$ cat config.mk
export PLATFORM = sky130hd
export DESIGN_NAME = ex_muldiv_unit
export DESIGN_NICKNAME = d
export VERILOG_FILES = /design/src/rtl/ex_muldiv_unit_pkg.sv /design/src/rtl/ex_muldiv_unit_iter_core.sv /design/src/rtl/ex_muldiv_unit.sv
export SDC_FILE = /design/constraint.sdc
export NUM_CORES = 1
export LEC_CHECK = 0
export ABC_CLOCK_PERIOD_IN_PS = 6200
export CAP_MARGIN = 20
export CORE_MARGIN = 5
export CORE_UTILIZATION = 45
export CTS_CLUSTER_SIZE = 10
export DETAILED_ROUTE_END_ITERATION = 8
export PLACE_DENSITY = 0.63
export SLEW_MARGIN = 20
export SYNTH_ARGS = -nofsm -noshare
export SYNTH_HDL_FRONTEND = slang
export SYNTH_SLANG_ARGS = --single-unit
export TNS_END_PERCENT = 1
$ cat constraint.sdc
create_clock -name clk -period 6.2 [get_ports clk]
set_clock_uncertainty 0.2 [all_clocks]
set_input_delay 1.86 -clock clk [delete_from_list [all_inputs] [get_ports clk]]
set_output_delay 1.86 -clock clk [all_outputs]
set_load 0.005 [all_outputs]
$ cat src/rtl/ex_muldiv_unit_pkg.sv
// Shared definitions for the EX-stage multiply/divide unit.
package ex_muldiv_unit_pkg;

   localparam int unsigned DATA_BITS_DEF = 32;

   // Quotient fill bit for divide-by-zero: the quotient is all ones at any width.
   localparam logic DIV0_Q_FILL = 1'b1;

   typedef enum logic [1:0] {
      IDLE = 2'd0,
      MUL  = 2'd1,
      DIV  = 2'd2,
      FIX  = 2'd3
   } state_e;

endpackage

$ cat src/rtl/ex_muldiv_unit_iter_core.sv
// Iterative datapath: shared 2*DATA_BITS shift register, one adder/subtractor and
// the iteration counter. Does shift-add multiply or restoring divide on magnitudes.
module muldiv_iter_core
   import ex_muldiv_unit_pkg::*;
#(
   parameter int unsigned DATA_BITS = DATA_BITS_DEF,
   parameter int unsigned CNT_BITS  = 6
) (
   input  logic                   clk_i,
   input  logic                   rst_ni,
   input  logic                   load_i,
   input  logic                   div_i,
   input  logic                   step_i,
   input  logic [DATA_BITS-1:0]   a_i,
   input  logic [DATA_BITS-1:0]   b_i,
   output logic                   last_o,
   output logic [2*DATA_BITS-1:0] acc_o
);

   logic [2*DATA_BITS-1:0] acc_q, acc_d;
   logic [DATA_BITS-1:0]   opb_q;
   logic                   div_q;
   logic [CNT_BITS-1:0]    cnt_q;
   logic [DATA_BITS+1:0]   alu_x, alu_y, alu_r;
   logic                   alu_cin;

   always_comb begin
      alu_x   = '0;
      alu_y   = '0;
      alu_cin = 1'b0;
      acc_d   = acc_q;
      // Divide: trial-subtract the divisor from {rem, next dividend bit}; the
      // top bit of the (DATA_BITS+2)-wide result is the borrow.
      if (div_q) begin
         alu_x   = {1'b0, acc_q[2*DATA_BITS-1:DATA_BITS-1]};
         alu_y   = ~{2'b00, opb_q};
         alu_cin = 1'b1;
      end else begin
         alu_x = {2'b00, acc_q[2*DATA_BITS-1:DATA_BITS]};
         alu_y = {2'b00, opb_q};
      end
      alu_r = alu_x + alu_y + {{(DATA_BITS+1){1'b0}}, alu_cin};
      if (div_q) begin
         if (!alu_r[DATA_BITS+1])
            acc_d = {alu_r[DATA_BITS-1:0], acc_q[DATA_BITS-2:0], 1'b1};
         else
            acc_d = {acc_q[2*DATA_BITS-2:0], 1'b0};
      end else if (acc_q[0]) begin
         acc_d = {alu_r[DATA_BITS:0], acc_q[DATA_BITS-1:1]};
      end else begin
         acc_d = {1'b0, acc_q[2*DATA_BITS-1:1]};
      end
   end

   always_ff @(posedge clk_i or negedge rst_ni) begin
      if (!rst_ni) begin
         acc_q <= '0;
         opb_q <= '0;
         div_q <= 1'b0;
         cnt_q <= '0;
      end else if (load_i) begin
         acc_q <= {{DATA_BITS{1'b0}}, a_i};
         opb_q <= b_i;
         div_q <= div_i;
         cnt_q <= '0;
      end else if (step_i) begin
         acc_q <= acc_d;
         cnt_q <= cnt_q + CNT_BITS'(1);
      end
   end

   assign last_o = step_i && (cnt_q == CNT_BITS'(DATA_BITS - 1));
   assign acc_o  = acc_q;

endmodule

$ cat src/rtl/ex_muldiv_unit.sv
// EX-stage multiply/divide unit: control FSM, sign handling, HI/LO registers and
// the MTHI/MTLO write path around the shared iterative core.
module ex_muldiv_unit
   import ex_muldiv_unit_pkg::*;
#(
   parameter int unsigned DATA_BITS = DATA_BITS_DEF,
   parameter int unsigned CNT_BITS  = 6
) (
   input  logic                 clk,
   input  logic                 rst_n,
   input  logic                 zero,
   input  logic                 start_mul,
   input  logic                 start_div,
   input  logic                 op_signed,
   input  logic [DATA_BITS-1:0] op_a,
   input  logic [DATA_BITS-1:0] op_b,
   input  logic                 wr_hi,
   input  logic                 wr_lo,
   input  logic [DATA_BITS-1:0] wr_data,
   output logic [DATA_BITS-1:0] hi,
   output logic [DATA_BITS-1:0] lo,
   output logic                 busy,
   output logic                 done
);

   state_e                 state_q;
   logic [DATA_BITS-1:0]   hi_q, lo_q, a_raw_q;
   logic                   done_q, div_q, sign_a_q, sign_b_q, b_zero_q;
   logic [DATA_BITS-1:0]   a_mag, b_mag, quo, rem, hi_d, lo_d;
   logic [2*DATA_BITS-1:0] core_acc, prod;
   logic                   core_load, core_step, core_last;

   always_comb begin
      a_mag     = (op_signed && op_a[DATA_BITS-1]) ? -op_a : op_a;
      b_mag     = (op_signed && op_b[DATA_BITS-1]) ? -op_b : op_b;
      core_load = (state_q == IDLE) && !zero && (start_mul || start_div);
      core_step = ((state_q == MUL) || (state_q == DIV)) && !zero;
   end

   muldiv_iter_core #(
      .DATA_BITS(DATA_BITS),
      .CNT_BITS (CNT_BITS)
   ) u_core (
      .clk_i (clk),
      .rst_ni(rst_n),
      .load_i(core_load),
      .div_i (!start_mul),
      .step_i(core_step),
      .a_i   (a_mag),
      .b_i   (b_mag),
      .last_o(core_last),
      .acc_o (core_acc)
   );

   always_comb begin
      prod = (sign_a_q ^ sign_b_q) ? -core_acc : core_acc;
      quo  = core_acc[DATA_BITS-1:0];
      rem  = core_acc[2*DATA_BITS-1:DATA_BITS];
      hi_d = prod[2*DATA_BITS-1:DATA_BITS];
      lo_d = prod[DATA_BITS-1:0];
      // Divide-by-zero returns the raw dividend, bypassing the sign fix-up.
      if (div_q) begin
         if (b_zero_q) begin
            hi_d = a_raw_q;
            lo_d = {DATA_BITS{DIV0_Q_FILL}};
         end else begin
            hi_d = sign_a_q ? -rem : rem;
            lo_d = (sign_a_q ^ sign_b_q) ? -quo : quo;
         end
      end
   end

   always_ff @(posedge clk or negedge rst_n) begin
      if (!rst_n) begin
         state_q  <= IDLE;
         hi_q     <= '0;
         lo_q     <= '0;
         done_q   <= 1'b0;
         div_q    <= 1'b0;
         sign_a_q <= 1'b0;
         sign_b_q <= 1'b0;
         b_zero_q <= 1'b0;
         a_raw_q  <= '0;
      end else begin
         done_q <= 1'b0;
         if (zero) begin
            state_q <= IDLE;
         end else begin
            case (state_q)
               IDLE: begin
                  if (start_mul || start_div) begin
                     state_q  <= start_mul ? MUL : DIV;
                     div_q    <= !start_mul;
                     sign_a_q <= op_signed && op_a[DATA_BITS-1];
                     sign_b_q <= op_signed && op_b[DATA_BITS-1];
                     b_zero_q <= (op_b == '0);
                     a_raw_q  <= op_a;
                  end
                  if (wr_hi) hi_q <= wr_data;
                  if (wr_lo) lo_q <= wr_data;
               end
               MUL, DIV: begin
                  if (core_last) state_q <= FIX;
               end
               FIX: begin
                  hi_q    <= hi_d;
                  lo_q    <= lo_d;
                  done_q  <= 1'b1;
                  state_q <= IDLE;
               end
               default: state_q <= IDLE;
            endcase
         end
      end
   end

   assign hi   = hi_q;
   assign lo   = lo_q;
   assign done = done_q;
   assign busy = (state_q != IDLE);

endmodule

# Word level (Yosys, flattened, before mapping)
# Cells that the tools add are included.
[totals]
regBits = 206
[classes]
n_addsub = 8
n_eq_ne = 8
muxes = 30
bitwise = 3
n_reduce_logical = 20
[ops]
columns = ["op", "n"]
rows = [
  ["$mux 64", 6],
  ["$mux 32", 10],
  ["$neg 32->32", 4],
  ["$pmux 32 s2", 2],
  ["$neg 64->64", 1],
  ["$add 33x34->34", 1],
  ["$add 34x1->34", 1],
  ["$mux 34", 1],
  ["$not 32->34", 1],
  ["$mux 33", 1],
  ["$logic_not 32->1", 1],
  ["$mux 6", 2],
  ["$reduce_and 3->1", 3],
  ["$mux 2", 4],
  ["$add 6x1->6 const B", 1],
  ["$eq 6x5->1 const B", 1],
  ["$logic_and 1x1->1", 6],
  ["$pmux 2 s3", 1],
  ["$reduce_bool 2->1", 3],
  ["$eq 2x2->1 const B", 2],
  ["$ne 2x2->1 const B", 2],
  ["$mux 1", 3],
  ["$ne 3x2->1 const B", 1],
  ["$ne 3x3->1 const B", 1],
  ["other kinds (8)", 10],
]

# Longest topological paths before layout
[depth]
ltp_word = 8
depth_mapped = 19

# Hierarchy
# From an unflattened synthesis, not the netlist that was laid out.
[unflattened]
hier_cells = 2003
hier_area_um2 = 16046.6
[by_module_without_submodules]
columns = ["module", "instances", "cells_per_inst", "area_per_inst_um2", "seq_area_each_um2"]
rows = [
  ["ex_muldiv_unit", 1, 1146, 8463.1, 2577.5],
  ["muldiv_iter_core", 1, 857, 7583.5, 2577.5],
]

# Worst setup path before layout
# Ideal clock, no wire load.
[synth_timing]
path_type = "register to register"
start = "register, netlist name div_q"
end = "register u_core.acc_q[42], in the netlist u_core.acc_o[42]"
arrival_time_ps = 4169
required_ps = 5917
setup_slack_ps = 1749
path_stages_with_launch = 18
n_path_buf = 7
period_less_slack_ps = 4451
cell_sequence = "dfrtp_1 clkbuf_1 clkbuf_1 clkbuf_1 clkbuf_1 buf_1 xor2_1 ha_1 inv_1 nor2_1 nand4_1 or4b_2 o21a_1 buf_2 buf_2 nand3b_1 o221ai_1 o21ai_0"
[synth_lines]
columns = ["item", "line", "rtl"]
rows = [
  ["to (signal assigned)", "ex_muldiv_unit_iter_core.sv:62", "acc_q <= {{DATA_BITS{1'b0}}, a_i};"],
  ["to (decl)", "ex_muldiv_unit_iter_core.sv:20", "logic [2*DATA_BITS-1:0] acc_q, acc_d;"],
]

==> metrics.md <==
| Metric | Value |
|---|---|
| Status | completed |
| Clk root buf | clkbuf_16 |
| Die width | 198 um |
| Routed WL | 54300 um |
| Total Nets Final | 2204 |
| Syn-to-layout area delta | 16.2% |
| First-pass GRT wire length | 83600 um |
| Post-layout min period | 4.80 ns |
| FF+latch count, synth | 205 |
| Insertion delay of the later-clocked pin in the worst-skew pair | 0.52 ns |
| Post-Syn Nets | 2153 |
| Layout cells sized above 1 | 6.34% |
| Htree depth | 1 |
| Kind of critical path | flip-flop to flip-flop |
| Final setup fails | 0 |
| Chip Height | 198 um |
| Final core utilization | 52.5% |
| Synth async-reset ratio | 100% |
| Core area | 35300 um2 |
| CTS tree | built |
| Crit path from | div_q |
| Reg clk slew, reported paths | 0.06 ns |
| Hold slack final | 0.271 ns |
| Total Routing Usage GR | 26.8% |
| Via count | 15.1k |
| Worst r2r path cells | 12 |
| PwrDens | 603 nW/um2 |
| TritonRoute pass-1 iters | 5 |
| Clock sink count | 205 |
| P_leak | 0.00755 uW |
| Peak Freq | 0.208 GHz |
| Largest net degree at the start of global routing | 110 |
| TNS Setup | 0 ns |
| Post-synth top area cell | dfrtp_1 |
| Dpl hpwl | 40700 um |
| Vias in the first global route | 14.2k |
| Synth top cells by count | nand2_1, dfrtp_1, o21ai_0, nor2_1, a21oi_1 |
| Setup repair bufs after CTS | 0 |
| Relative slew slack | 31.2% |
| Yosys cell types | 77 |
| DRC viols | 0 |
| WP data required | 6.40 ns |
| Vias per Instance | 5.96 |
| Final instance area | 18600 um2 |
| Post-Syn Area | 16000 um2 |
| DRT iter0 DRCs | 1437 |
| Max Transition Viols Final | 0 |
| Max-Cap Viols | 0 |
| Die area | 39300 um2 |
| Critical Path AT | 5.00 ns |
| Met3 usage | 3.28% |
| GRT busiest layer | met1 |
| Final ANT Viol Nets | 0 |
| Peak VDD IR | 0.257 mV |
| Cells after Synth | 2009 |
| Post-Syn Area per Cell | 7.95 um2 |
| Yosys top cell area share | 32.1% |
| Top-count cell post-synth | nand2_1 |
| Cell Rows | 69 |
| Cts repair resizes | 0 |
| I/O Pins | 170 |
| Top post-synthesis cells by area | dfrtp_1, nand2_1, xnor2_1 |
| Global route overflow | 0 |
| Post-route clock period utilization | 77.5% |
| Hold Crit Depth | 2 |
| Initial antenna violation count | 1 |
| RD Place Congestion | 0.912 |
| RSZ-0062 raised after global routing | no |
| Ys flop type | dfrtp_1 |
| Worst min-delay path class | flip-flop to flip-flop |
| Max clock buf depth | 3 |
| DR WL/cell | 21.5 um |
| Dpl cell area | 17900 um2 |
| Critical path startpoint category | flip-flop |
| Min-delay src | a_raw_q[24] |
| Post-synth EDFFs | 0 |
| RR Startpoint | div_q |
| Crit. End Element | flip-flop |
| GR Layer Usage met1 | 41.7% |
| Max Fanout on Critical Path | 65 |
| Hold buffers post-CTS | 0 |
| Synth warn | 0 |
| Worst Tran Pin Value | 1.03 ns |
| Post-synthesis sequential area ratio | 32.1% |
| CTS Buf Count | 25 |
| Port Buffers | 169 |
| Met2 usage | 40.3% |
| Final Hold Viols | 0 |
| Antenna diodes | 0 |
| Initial Util | 45.2% |
==> cells by family (layout without fill, tap and decap cells) <==
family | count (synthesis) | count (layout) | synth area share, %
xor+xnor | 217 | 217 | 11.9
fa+ha+maj | 40 | 40 | 3.18
buf+inv | 199 | 257 | 4.91
flops | 205 | 205 | 32.1
simple gates | 673 | 673 | 19.7
compound gates | 594 | 594 | 22.8
mux | 81 | 81 | 5.34
==> worst paths after layout <==
| path | end | slack, ns |
|---|---|---|
| setup / recovery | u_core.acc_o[63] | 1.40 |
| hold / removal | a_raw_q[24] | 0.27 |
| setup reg to reg | u_core.acc_o[63] | 1.40 |
| hold reg to reg | a_raw_q[24] | 0.27 |
| max in group asynchronous | div_q | 3.40 |
| min in group asynchronous | lo[11] | 1.27 |
==> routing by layer <==
metal / part of all wire [%] / up-vias
li1: - / 7203
met1: 48 / 7252
met2: 43 / 531
met3: 6.8 / 79
met4: 2.0 / 0
met5: 0 / -
==> through the flow <==
step | total power, uW | worst slack, ns | std cells
finish | 11200 | 1.40 | 2528
global route | 12000 | 1.00 | 2528
CTS | 11100 | 1.45 | 2528
detailed placement | 9790 | 1.20 | 2494
global placement | 9690 | 1.23 | 2494
floorplan | 7440 | 1.75 | 2009
==> area by class of cell <==
type                    count  area, um2
clock buffers              33        686
clock inverters             1       7.51
fillers                  3412      16800
inverters                  34        128
multi-input cells        1605      10100
flip-flops and latches    205       5130
well taps                 461        577
repair buffers            189       1900
==> sequential cells by signal (all words and copies together), names as in the netlist <==
name	flops
a_raw_q	32
b_zero_q	1
div_q	1
done	1
hi	32
lo	32
sign_a_q	1
sign_b_q	1
state_q	2
u_core.acc_o	64
u_core.cnt_q	6
u_core.opb_q	32
==> worst max-delay path: stages, from the launching register on <==
cell,delay [ns]
dfrtp_4,0.97
buf_12,0.33
mux2_2,0.37
ha_1,0.36
a21oi_1,0.18
nor2_1,0.05
o21ai_0,0.29
a21oi_1,0.14
o41ai_1,0.48
o21a_1,0.50
nand2_1,0.37
o221ai_1,0.29
o31ai_1,0.10
==> cells in the final DEF (no fill, tap or decap), types with 12 or more instances in the layout <==
| master | netlist | final |
|---|---|---|
| o31ai_1 | 27 | 27 |
| o21ai_0 | 197 | 195 |
| o22ai_1 | 35 | 35 |
| nand3_1 | 19 | 19 |
| xnor2_1 | 120 | 119 |
| dfrtp_1 | 205 | 203 |
| a21o_1 | 23 | 23 |
| nand3b_1 | 18 | 18 |
| nand2b_1 | 15 | 14 |
| nor3_1 | 41 | 40 |
| a21oi_1 | 140 | 140 |
| or4_1 | 12 | 12 |
| buf_4 | 2 | 16 |
| o221ai_1 | 20 | 20 |
| o211ai_1 | 22 | 22 |
| mux2_2 | 34 | 34 |
| inv_1 | 33 | 33 |
| mux2i_1 | 47 | 47 |
| nor2_1 | 145 | 145 |
| nand2_1 | 309 | 308 |
| clkdlybuf4s50_1 | 0 | 168 |
| a31oi_1 | 19 | 19 |
| nor3b_1 | 17 | 17 |
| clkbuf_16 | 0 | 25 |
| a211oi_1 | 45 | 45 |
| ha_1 | 39 | 38 |
| or3_1 | 24 | 24 |
| nand4_1 | 12 | 12 |
| xor2_1 | 97 | 96 |
==> report_power, final <==
| group | switching (uW) | internal [uW] | leakage, uW | total (uW) |
|---|---|---|---|---|
| Combinational | 4160 | 2920 | 0.00468 | 7080 |
| Clock | 546 | 757 | 0.000336 | 1300 |
| Sequential | 879 | 1930 | 0.00253 | 2810 |
Note: power is estimated with default switching activity, not from simulation.
